File: config.mk
export PLATFORM = sky130hd
export DESIGN_NAME = id_ex_stage
export DESIGN_NICKNAME = d
export VERILOG_FILES = /design/src/rtl/id_ex_stage_pkg.sv /design/src/rtl/id_decoder.sv /design/src/rtl/id_ex_stage.sv
export SDC_FILE = /design/constraint.sdc
export NUM_CORES = 1
export LEC_CHECK = 0
export ABC_CLOCK_PERIOD_IN_PS = 2500
export BUFFER_PORTS_ARGS = -buffer_cell sky130_fd_sc_hd__buf_2
export CAP_MARGIN = 0
export CORE_AREA = 2 2 147 149
export DETAILED_ROUTE_END_ITERATION = 10
export DIE_AREA = 0 0 149 151
export PLACE_DENSITY = 0.77
export SLEW_MARGIN = 30
export SYNTH_ARGS = -nofsm -noshare
export SYNTH_HDL_FRONTEND = slang
export SYNTH_SLANG_ARGS = --single-unit
File: constraint.sdc
create_clock -name clk -period 2.5 [get_ports clk]
set_input_delay 0.25 -clock clk [delete_from_list [all_inputs] [get_ports clk]]
set_output_delay 0.25 -clock clk [all_outputs]
set_load 0.03 [all_outputs]
File: src/rtl/id_ex_stage_pkg.sv
// rtl/id_ex_stage_pkg.sv - shared codes for the RV32I decode stage
// Purpose: opcode/funct codes, EX operation and result-select codes,
//          memory-op encoding and the interlock state type.
// Ports: none (package).
package id_ex_stage_pkg;

    localparam logic [6:0] OPC_LUI    = 7'b0110111;
    localparam logic [6:0] OPC_AUIPC  = 7'b0010111;
    localparam logic [6:0] OPC_JAL    = 7'b1101111;
    localparam logic [6:0] OPC_JALR   = 7'b1100111;
    localparam logic [6:0] OPC_BRANCH = 7'b1100011;
    localparam logic [6:0] OPC_LOAD   = 7'b0000011;
    localparam logic [6:0] OPC_STORE  = 7'b0100011;
    localparam logic [6:0] OPC_OP_IMM = 7'b0010011;
    localparam logic [6:0] OPC_OP     = 7'b0110011;

    localparam logic [2:0] F3_ADD  = 3'b000;
    localparam logic [2:0] F3_SLL  = 3'b001;
    localparam logic [2:0] F3_SLT  = 3'b010;
    localparam logic [2:0] F3_SLTU = 3'b011;
    localparam logic [2:0] F3_XOR  = 3'b100;
    localparam logic [2:0] F3_SR   = 3'b101;
    localparam logic [2:0] F3_OR   = 3'b110;
    localparam logic [2:0] F3_AND  = 3'b111;

    localparam logic [6:0] F7_BASE = 7'b0000000;
    localparam logic [6:0] F7_ALT  = 7'b0100000;

    localparam logic [7:0] EX_NOP_OP  = 8'h00;
    localparam logic [7:0] EX_ADD_OP  = 8'h01;
    localparam logic [7:0] EX_SUB_OP  = 8'h02;
    localparam logic [7:0] EX_SLT_OP  = 8'h03;
    localparam logic [7:0] EX_SLTU_OP = 8'h04;
    localparam logic [7:0] EX_XOR_OP  = 8'h05;
    localparam logic [7:0] EX_OR_OP   = 8'h06;
    localparam logic [7:0] EX_AND_OP  = 8'h07;
    localparam logic [7:0] EX_SLL_OP  = 8'h08;
    localparam logic [7:0] EX_SRL_OP  = 8'h09;
    localparam logic [7:0] EX_SRA_OP  = 8'h0A;
    localparam logic [7:0] EX_LUI_OP  = 8'h0B;
    localparam logic [7:0] EX_JAL_OP  = 8'h0C;
    localparam logic [7:0] EX_JALR_OP = 8'h0D;
    // Branch ops carry funct3 in the low bits so EX can pick the comparison.
    localparam logic [7:0] EX_BR_OP   = 8'h10;

    localparam logic [2:0] EX_RES_NOP     = 3'd0;
    localparam logic [2:0] EX_RES_ARITH   = 3'd1;
    localparam logic [2:0] EX_RES_LOGIC   = 3'd2;
    localparam logic [2:0] EX_RES_SHIFT   = 3'd3;
    localparam logic [2:0] EX_RES_COMPARE = 3'd4;
    localparam logic [2:0] EX_RES_JUMP    = 3'd5;
    localparam logic [2:0] EX_RES_BRANCH  = 3'd6;
    localparam logic [2:0] EX_RES_MEM     = 3'd7;

    localparam logic [3:0] MEM_OP_NONE = 4'hF;

    typedef enum logic [0:0] {
        ST_RUN       = 1'b0,
        ST_INTERLOCK = 1'b1
    } state_e;

endpackage

File: src/rtl/id_decoder.sv
// rtl/id_decoder.sv - combinational RV32I instruction decoder
// Purpose: inst -> alu op/select, read enables/addresses, immediate,
//          writeback enable/address, memory op and illegal flag.
// Ports: inst_i in; aluop_o, alusel_o, r1/r2_enable_o, r1/r2_addr_o,
//        imm_o, w_enable_o, w_addr_o, mem_op_o, use_pc_o, illegal_o out.
module id_decoder
    import id_ex_stage_pkg::*;
#(
    parameter int XLEN     = 32,
    parameter int ALUOP_W  = 8,
    parameter int ALUSEL_W = 3
) (
    input  logic [31:0]         inst_i,
    output logic [ALUOP_W-1:0]  aluop_o,
    output logic [ALUSEL_W-1:0] alusel_o,
    output logic                r1_enable_o,
    output logic                r2_enable_o,
    output logic [4:0]          r1_addr_o,
    output logic [4:0]          r2_addr_o,
    output logic [XLEN-1:0]     imm_o,
    output logic                w_enable_o,
    output logic [4:0]          w_addr_o,
    output logic [3:0]          mem_op_o,
    output logic                use_pc_o,
    output logic                illegal_o
);

    logic [6:0] opc, f7;
    logic [2:0] f3;
    logic [XLEN-1:0] imm_i, imm_s, imm_b, imm_u, imm_j, imm_sh;
    logic [7:0] op8;
    logic [2:0] sel;
    logic       bad;

    assign opc = inst_i[6:0];
    assign f3  = inst_i[14:12];
    assign f7  = inst_i[31:25];

    assign imm_i  = {{(XLEN-12){inst_i[31]}}, inst_i[31:20]};
    assign imm_s  = {{(XLEN-12){inst_i[31]}}, inst_i[31:25], inst_i[11:7]};
    assign imm_b  = {{(XLEN-13){inst_i[31]}}, inst_i[31], inst_i[7], inst_i[30:25], inst_i[11:8], 1'b0};
    assign imm_u  = {{(XLEN-32){inst_i[31]}}, inst_i[31:12], 12'h000};
    assign imm_j  = {{(XLEN-21){inst_i[31]}}, inst_i[31], inst_i[19:12], inst_i[20], inst_i[30:21], 1'b0};
    assign imm_sh = {{(XLEN-5){1'b0}}, inst_i[24:20]};

    assign r1_addr_o = inst_i[19:15];
    assign r2_addr_o = inst_i[24:20];
    assign aluop_o   = ALUOP_W'(op8);
    assign alusel_o  = ALUSEL_W'(sel);
    assign w_addr_o  = w_enable_o ? inst_i[11:7] : 5'd0;

    always_comb begin
        op8         = EX_NOP_OP;
        sel         = EX_RES_NOP;
        r1_enable_o = 1'b0;
        r2_enable_o = 1'b0;
        imm_o       = '0;
        w_enable_o  = 1'b0;
        mem_op_o    = MEM_OP_NONE;
        use_pc_o    = 1'b0;
        bad         = 1'b0;

        case (opc)
            OPC_LUI: begin
                op8 = EX_LUI_OP; sel = EX_RES_ARITH; w_enable_o = 1'b1; imm_o = imm_u;
            end
            OPC_AUIPC: begin
                op8 = EX_ADD_OP; sel = EX_RES_ARITH; w_enable_o = 1'b1; imm_o = imm_u;
                use_pc_o = 1'b1;
            end
            OPC_JAL: begin
                op8 = EX_JAL_OP; sel = EX_RES_JUMP; w_enable_o = 1'b1; imm_o = imm_j;
            end
            OPC_JALR: begin
                op8 = EX_JALR_OP; sel = EX_RES_JUMP; w_enable_o = 1'b1; imm_o = imm_i;
                r1_enable_o = 1'b1;
                bad = (f3 != 3'b000);
            end
            OPC_BRANCH: begin
                op8 = EX_BR_OP | {5'd0, f3}; sel = EX_RES_BRANCH; imm_o = imm_b;
                r1_enable_o = 1'b1; r2_enable_o = 1'b1;
                bad = (f3 == 3'b010) || (f3 == 3'b011);
            end
            OPC_LOAD: begin
                op8 = EX_ADD_OP; sel = EX_RES_MEM; w_enable_o = 1'b1; imm_o = imm_i;
                r1_enable_o = 1'b1; mem_op_o = {1'b0, f3};
                bad = (f3 == 3'b011) || (f3 == 3'b110) || (f3 == 3'b111);
            end
            OPC_STORE: begin
                op8 = EX_ADD_OP; sel = EX_RES_MEM; imm_o = imm_s;
                r1_enable_o = 1'b1; r2_enable_o = 1'b1; mem_op_o = {1'b1, f3};
                bad = (f3[2] == 1'b1) || (f3 == 3'b011);
            end
            OPC_OP_IMM: begin
                r1_enable_o = 1'b1; w_enable_o = 1'b1; imm_o = imm_i;
                case (f3)
                    F3_ADD:  begin op8 = EX_ADD_OP;  sel = EX_RES_ARITH;   end
                    F3_SLT:  begin op8 = EX_SLT_OP;  sel = EX_RES_COMPARE; end
                    F3_SLTU: begin op8 = EX_SLTU_OP; sel = EX_RES_COMPARE; end
                    F3_XOR:  begin op8 = EX_XOR_OP;  sel = EX_RES_LOGIC;   end
                    F3_OR:   begin op8 = EX_OR_OP;   sel = EX_RES_LOGIC;   end
                    F3_AND:  begin op8 = EX_AND_OP;  sel = EX_RES_LOGIC;   end
                    F3_SLL: begin
                        op8 = EX_SLL_OP; sel = EX_RES_SHIFT; imm_o = imm_sh;
                        bad = (f7 != F7_BASE);
                    end
                    default: begin
                        op8 = (f7 == F7_ALT) ? EX_SRA_OP : EX_SRL_OP;
                        sel = EX_RES_SHIFT; imm_o = imm_sh;
                        bad = (f7 != F7_BASE) && (f7 != F7_ALT);
                    end
                endcase
            end
            OPC_OP: begin
                r1_enable_o = 1'b1; r2_enable_o = 1'b1; w_enable_o = 1'b1;
                if (f7 == F7_BASE) begin
                    case (f3)
                        F3_ADD:  begin op8 = EX_ADD_OP;  sel = EX_RES_ARITH;   end
                        F3_SLL:  begin op8 = EX_SLL_OP;  sel = EX_RES_SHIFT;   end
                        F3_SLT:  begin op8 = EX_SLT_OP;  sel = EX_RES_COMPARE; end
                        F3_SLTU: begin op8 = EX_SLTU_OP; sel = EX_RES_COMPARE; end
                        F3_XOR:  begin op8 = EX_XOR_OP;  sel = EX_RES_LOGIC;   end
                        F3_SR:   begin op8 = EX_SRL_OP;  sel = EX_RES_SHIFT;   end
                        F3_OR:   begin op8 = EX_OR_OP;   sel = EX_RES_LOGIC;   end
                        default: begin op8 = EX_AND_OP;  sel = EX_RES_LOGIC;   end
                    endcase
                end else if (f7 == F7_ALT && f3 == F3_ADD) begin
                    op8 = EX_SUB_OP; sel = EX_RES_ARITH;
                end else if (f7 == F7_ALT && f3 == F3_SR) begin
                    op8 = EX_SRA_OP; sel = EX_RES_SHIFT;
                end else begin
                    bad = 1'b1;
                end
            end
            default: bad = 1'b1;
        endcase

        // Anything unrecognised collapses to a NOP that reads and writes nothing.
        if (bad) begin
            op8         = EX_NOP_OP;
            sel         = EX_RES_NOP;
            r1_enable_o = 1'b0;
            r2_enable_o = 1'b0;
            imm_o       = '0;
            w_enable_o  = 1'b0;
            mem_op_o    = MEM_OP_NONE;
            use_pc_o    = 1'b0;
        end
    end

    assign illegal_o = bad;

endmodule

File: src/rtl/id_ex_stage.sv
// rtl/id_ex_stage.sv - RV32I decode stage with forwarding, load-use interlock and ID/EX register
// Purpose: decode IF/ID, select operands (imm / x0 / forward / regfile),
//          insert bubbles on load-use hazards, register results for EX.
// Ports: clk, rst; if_valid_i, pc_i, inst_i; regfile r*_data_i / r*_enable_o / r*_addr_o;
//        fwd_* forwarding sources; stall_i, flush_i, stall_req_o; ex_* registered outputs.
module id_ex_stage
    import id_ex_stage_pkg::*;
#(
    parameter int XLEN            = 32,
    parameter int FWD_PORTS       = 2,
    parameter int LU_STALL_CYCLES = 1,
    parameter int ALUOP_W         = 8,
    parameter int ALUSEL_W        = 3
) (
    input  logic                      clk,
    input  logic                      rst,
    input  logic                      if_valid_i,
    input  logic [31:0]               pc_i,
    input  logic [31:0]               inst_i,
    input  logic [XLEN-1:0]           r1_data_i,
    input  logic [XLEN-1:0]           r2_data_i,
    output logic                      r1_enable_o,
    output logic                      r2_enable_o,
    output logic [4:0]                r1_addr_o,
    output logic [4:0]                r2_addr_o,
    input  logic [FWD_PORTS-1:0]      fwd_w_enable_i,
    input  logic [5*FWD_PORTS-1:0]    fwd_w_addr_i,
    input  logic [XLEN*FWD_PORTS-1:0] fwd_w_data_i,
    input  logic [FWD_PORTS-1:0]      fwd_is_load_i,
    input  logic                      stall_i,
    input  logic                      flush_i,
    output logic                      stall_req_o,
    output logic                      ex_valid_o,
    output logic [31:0]               ex_pc_o,
    output logic [ALUOP_W-1:0]        ex_aluop_o,
    output logic [ALUSEL_W-1:0]       ex_alusel_o,
    output logic [XLEN-1:0]           ex_r1_data_o,
    output logic [XLEN-1:0]           ex_r2_data_o,
    output logic [XLEN-1:0]           ex_imm_o,
    output logic                      ex_w_enable_o,
    output logic [4:0]                ex_w_addr_o,
    output logic [3:0]                ex_mem_op_o,
    output logic                      ex_illegal_o
);

    logic [ALUOP_W-1:0]  d_aluop;
    logic [ALUSEL_W-1:0] d_alusel;
    logic [XLEN-1:0]     d_imm;
    logic                d_w_enable, d_use_pc, d_illegal;
    logic [4:0]          d_w_addr;
    logic [3:0]          d_mem_op;

    id_decoder #(.XLEN(XLEN), .ALUOP_W(ALUOP_W), .ALUSEL_W(ALUSEL_W)) u_dec (
        .inst_i      (inst_i),
        .aluop_o     (d_aluop),
        .alusel_o    (d_alusel),
        .r1_enable_o (r1_enable_o),
        .r2_enable_o (r2_enable_o),
        .r1_addr_o   (r1_addr_o),
        .r2_addr_o   (r2_addr_o),
        .imm_o       (d_imm),
        .w_enable_o  (d_w_enable),
        .w_addr_o    (d_w_addr),
        .mem_op_o    (d_mem_op),
        .use_pc_o    (d_use_pc),
        .illegal_o   (d_illegal)
    );

    state_e    state_q;
    logic [2:0] cnt_q;

    logic            hit1, hit2, ld1, ld2, hazard, issue;
    logic [XLEN-1:0] fwd1, fwd2, op1, op2;

    // Scan oldest to youngest so the lowest-index match is the one that sticks.
    always_comb begin
        hit1 = 1'b0; ld1 = 1'b0; fwd1 = '0;
        hit2 = 1'b0; ld2 = 1'b0; fwd2 = '0;
        for (int k = FWD_PORTS - 1; k >= 0; k--) begin
            if (fwd_w_enable_i[k] && fwd_w_addr_i[5*k +: 5] == r1_addr_o) begin
                hit1 = 1'b1; ld1 = fwd_is_load_i[k]; fwd1 = fwd_w_data_i[XLEN*k +: XLEN];
            end
            if (fwd_w_enable_i[k] && fwd_w_addr_i[5*k +: 5] == r2_addr_o) begin
                hit2 = 1'b1; ld2 = fwd_is_load_i[k]; fwd2 = fwd_w_data_i[XLEN*k +: XLEN];
            end
        end
    end

    always_comb begin
        if (d_use_pc)                op1 = XLEN'(pc_i);
        else if (!r1_enable_o)       op1 = d_imm;
        else if (r1_addr_o == 5'd0)  op1 = '0;
        else if (hit1)               op1 = fwd1;
        else                         op1 = r1_data_i;

        if (!r2_enable_o)            op2 = d_imm;
        else if (r2_addr_o == 5'd0)  op2 = '0;
        else if (hit2)               op2 = fwd2;
        else                         op2 = r2_data_i;
    end

    // x0 reads never wait on a load, whatever the sources claim to write.
    assign hazard = if_valid_i &&
                    ((r1_enable_o && r1_addr_o != 5'd0 && hit1 && ld1) ||
                     (r2_enable_o && r2_addr_o != 5'd0 && hit2 && ld2));

    assign stall_req_o = !flush_i &&
                         (stall_i || state_q == ST_INTERLOCK || (state_q == ST_RUN && hazard));

    // A flush or any non-issuing cycle yields a bubble through the same path.
    assign issue = !flush_i && state_q == ST_RUN && if_valid_i && !hazard;

    always_ff @(posedge clk) begin
        if (rst) begin
            state_q <= ST_RUN;
            cnt_q   <= 3'd0;
        end else if (flush_i) begin
            state_q <= ST_RUN;
            cnt_q   <= 3'd0;
        end else if (!stall_i) begin
            case (state_q)
                ST_RUN: begin
                    if (hazard) begin
                        cnt_q <= 3'(LU_STALL_CYCLES - 1);
                        if (LU_STALL_CYCLES > 1) state_q <= ST_INTERLOCK;
                    end
                end
                default: begin
                    cnt_q <= cnt_q - 3'd1;
                    if (cnt_q == 3'd1) state_q <= ST_RUN;
                end
            endcase
        end
    end

    always_ff @(posedge clk) begin
        if (rst) begin
            ex_valid_o    <= 1'b0;
            ex_pc_o       <= '0;
            ex_aluop_o    <= '0;
            ex_alusel_o   <= '0;
            ex_r1_data_o  <= '0;
            ex_r2_data_o  <= '0;
            ex_imm_o      <= '0;
            ex_w_enable_o <= 1'b0;
            ex_w_addr_o   <= '0;
            ex_mem_op_o   <= MEM_OP_NONE;
            ex_illegal_o  <= 1'b0;
        end else if (flush_i || !stall_i) begin
            ex_valid_o    <= issue;
            ex_pc_o       <= issue ? pc_i       : '0;
            ex_aluop_o    <= issue ? d_aluop    : '0;
            ex_alusel_o   <= issue ? d_alusel   : '0;
            ex_r1_data_o  <= issue ? op1        : '0;
            ex_r2_data_o  <= issue ? op2        : '0;
            ex_imm_o      <= issue ? d_imm      : '0;
            ex_w_enable_o <= issue && d_w_enable;
            ex_w_addr_o   <= issue ? d_w_addr   : '0;
            ex_mem_op_o   <= issue ? d_mem_op   : MEM_OP_NONE;
            ex_illegal_o  <= issue && d_illegal;
        end
    end

endmodule
==> results.md <==
- FFs w/ async S/R, synth: 0%
- Pwr dens: between 400 and 500 nW/µm²
- Port Buffers: around 370
- Hold depth: 2
- Fin area: 12200 µm²
- Final worst setup slack: -0.290 ns
- Area Growth Syn to Fin: 45.4%
- Worst Path Required: roughly 2.3 ns
- Clk sink count: 152
- CTS tree: built
- Global-route wire length before repair: about 56000 µm
- Synth Area in XOR/XNOR: 2.09%
- Die Y: around 150 µm
- CTS clk-pin slew, worst paths: approximately 0.070 ns
- Initial antenna violation count: 4
- Synth area leader: dfxtp_1
- Number of synthesized flops with an enable pin: 0
- IO Pins: around 380
- Clock Latency Late Sink: approximately 0.42 ns
- Fraction of layout cells with a size suffix above 1: slightly below 40%
- Maximum clock rate: around 360 MHz
- CORE AREA: between 20000 and 25000 µm²
- Post-synth top area share: between 30% and 40%
- Drt pass-1 iters: 6
- Tot Pwr: approximately 5.8 mW
- Final hold violation count: 0
- DR DRC count: 0
- Synth Area in Compound Gates: between 20% and 30%
- Vias: approximately 10000
- Site Rows: 53
- Worst hold endpoint: ex_pc_o[28]$_SDFFE_PP0P_
- Top FF cell, synth: dfxtp_1
- CTS hold repair buffers: 0
- Synthesis Warnings: 0
- Crit path time final: between 2 and 3 ns
- Leak: approximately 5.5 nW
- Number of global-route vias before repair: roughly 9400
- Clk buf depth: 2
- Commonest non-fill, non-tap cell in the layout: buf_2
- Final Setup Violations: 61
- R2R setup slack: between 0.3 and 0.4 ns
- CP startpoint kind: input pin
- Synth Instances: ~1000
- DRT iter0 DRCs: ~1100
- Post-synthesis cell area: ~8400 µm²
- Total grt overflow: 0
- R2r startpoint: state_q$_SDFFE_PP0N_
- Clock Root Buffer: clkbuf_16
- Antenna-violating nets left: 0
- Worst EP arrival: between 2 and 3 ns
- CP Capture Type: primary output
- Status: finished, violations left
- Synth Area in Simple Gates: approximately 18%
- Vias/cell: around 5.8
- H-tree Lvls: 4
- Proportion of synthesized area in mux cells: under 10%
- Failing checks: setup timing
- Placed insts: ~1700
- Worst Min Path Start: pc_i[28]
- Worst Hold Class: input pin to flip-flop
- Synth Register Bits: ~150
- Sequential-to-total area share from yosys stat: a little over a third
- Rel. slew slack: between 50% and 60%
- DIE AREA: 22500 µm²
- Final wirelength: slightly below 40000 µm
- Gr usage total: 32.4%
- Max-cap violations: 0
- Worst Reg-to-Reg Cells: 5
- Crit-path max FO: 3
- Routed WL per cell: about 22 µm
- VDD IR max: a little under 0.3 mV
- Worst setup path start: inst_i[27]
- Fin Clk Skew: between 0.008 and 0.009 ns
- Slew Limit Fails: 0
- CTS Buf Count: 17
- Final HPWL DP: approximately 29000 µm
- Slew @ Worst Pin: approximately 0.73 ns
- Commonest cells after routing, fill and taps aside: 367 x buf_2, 152 x dfxtp_1, 132 x nand2_1
- Syn Area/Cell: about 8 µm²
- Final Wtd Congestion: between 0.9 and 1
- Synth area leaders: dfxtp_1 36%, a22o_1 8.2%, mux2i_1 7.2%, nand2_1 5.9%, nor2_1 3.7%
- Die Wd: about 150 µm
- Synth unique cells: 64
- R2r endpoint: ex_r1_data_o[20]$_SDFFE_PP0P_
- Initial Util: between 40% and 50%
- Largest net degree at the start of global routing: just over 80
- Non-filler cells in the finished layout: between 1500 and 2000
- Final period util: 112%
- Main combinational cell family by area after synthesis: compound AO/OA/AOI/OAI gates
- Critical path class: input pin to primary output
- Nets@finish: ~1700
- Dpl ws: -0.617 ns
- Dpl cell area: 11300 µm²
- RSZ-0062 raised after global routing: yes
- Area share of fa/ha/maj cells after synthesis: less than 1%
## worst max-delay path by stage
stage,to,slack [ns],cells after the start
final,stall_req_o,-0.29,9
after global routing,stall_req_o,-0.35,10
after CTS,stall_req_o,-0.38,9
after detailed placement,stall_req_o,-0.62,9
after global placement,stall_req_o,-0.59,9
after floorplan,r2_enable_o,-0.24,8
## kinds of logic (layout without fill, tap and decap cells)
group / count (synthesis) / in the layout
buffers and inverters: 117 / 552
other: 1 / 9
XOR/XNOR: 20 / 20
AND/OR/NAND/NOR: 323 / 323
AO/OA/AOI/OAI: 343 / 343
flip-flops: 152 / 152
multiplexers: 61 / 61
adder cells (fa/ha/maj): 2 / 2
## repair_timing
action / 4_1_cts / 5_1_grt
endpoints found under the setup margin: 122 / 105
resized for setup: 28 / 19
cloned: 1 / 3
pin swaps: 10 / 16
buffers inserted: 6 / 5
## per-stage QoR
stage / util [%] / TNS, ns / hold slack, ns
detailed placement: 54.3 / -72.37 / 0.435
CTS: 57.8 / -2.66 / 0.0390
finish: 58.6 / -1.49 / 0.0562
floorplan: - / -25.73 / 0.376
global route: 58.6 / -6.28 / 0.0475
global placement: 54.3 / -65.00 / 0.431
## report_power, final
group	switching, mW	total, mW	internal, mW
clock network	1.15	2.51	1.35
logic	0.486	0.833	0.346
registers	0.00639	2.44	2.43
## layout make-up
type                            count  area (µm²)
Sequential cell                   152        3040
Tap cell                          275         344
Multi-Input combinational cell    752        5080
Clock buffer                       19         453
Fill cell                        1892        8620
Antenna cell                        6        15.0
Timing Repair Buffer              504        3100
Inverter                           16        60.1
Clock inverter                     13         110
## state kept, by name, summed over array words and instances (netlist names)
name / cells
ex_w_enable_o: 1
ex_valid_o: 1
cnt_q: 3
ex_r2_data_o: 32
ex_illegal_o: 1
ex_w_addr_o: 5
state_q: 1
ex_r1_data_o: 32
ex_imm_o: 32
ex_alusel_o: 3
ex_mem_op_o: 4
ex_pc_o: 32
ex_aluop_o: 5
## Yosys cell counts, types with 8 or more instances
master,number
nor3_1,11
a21o_1,8
o21ai_0,46
o211ai_1,8
a2111oi_0,11
xnor2_1,10
a211oi_1,15
a21oi_1,46
xor2_1,10
a211o_1,24
buf_4,19
a221oi_1,22
nand3_1,12
nor2_1,83
nand2_1,132
buf_2,16
nand4_1,13
inv_1,16
o21ai_1,28
nor2b_1,13
a22o_1,79
mux2i_1,60
and3_1,11
o31ai_1,17
clkbuf_1,63
dfxtp_1,152
## per-layer routing
layer,GRT usage (%),wire length (µm)
met5,0,0
met4,13.6,1310
met3,7.05,3850
met2,49.8,17400
met1,44.1,16200
## critical path, stage by stage
cell	delay (ns)
buf_6	0.09
or4_4	0.57
or3_4	0.37
o31a_1	0.25
or4_4	0.50
nor2_4	0.16
o21ai_4	0.08
a21oi_4	0.13
buf_6	0.15
Note: power is estimated with default switching activity, not from simulation.
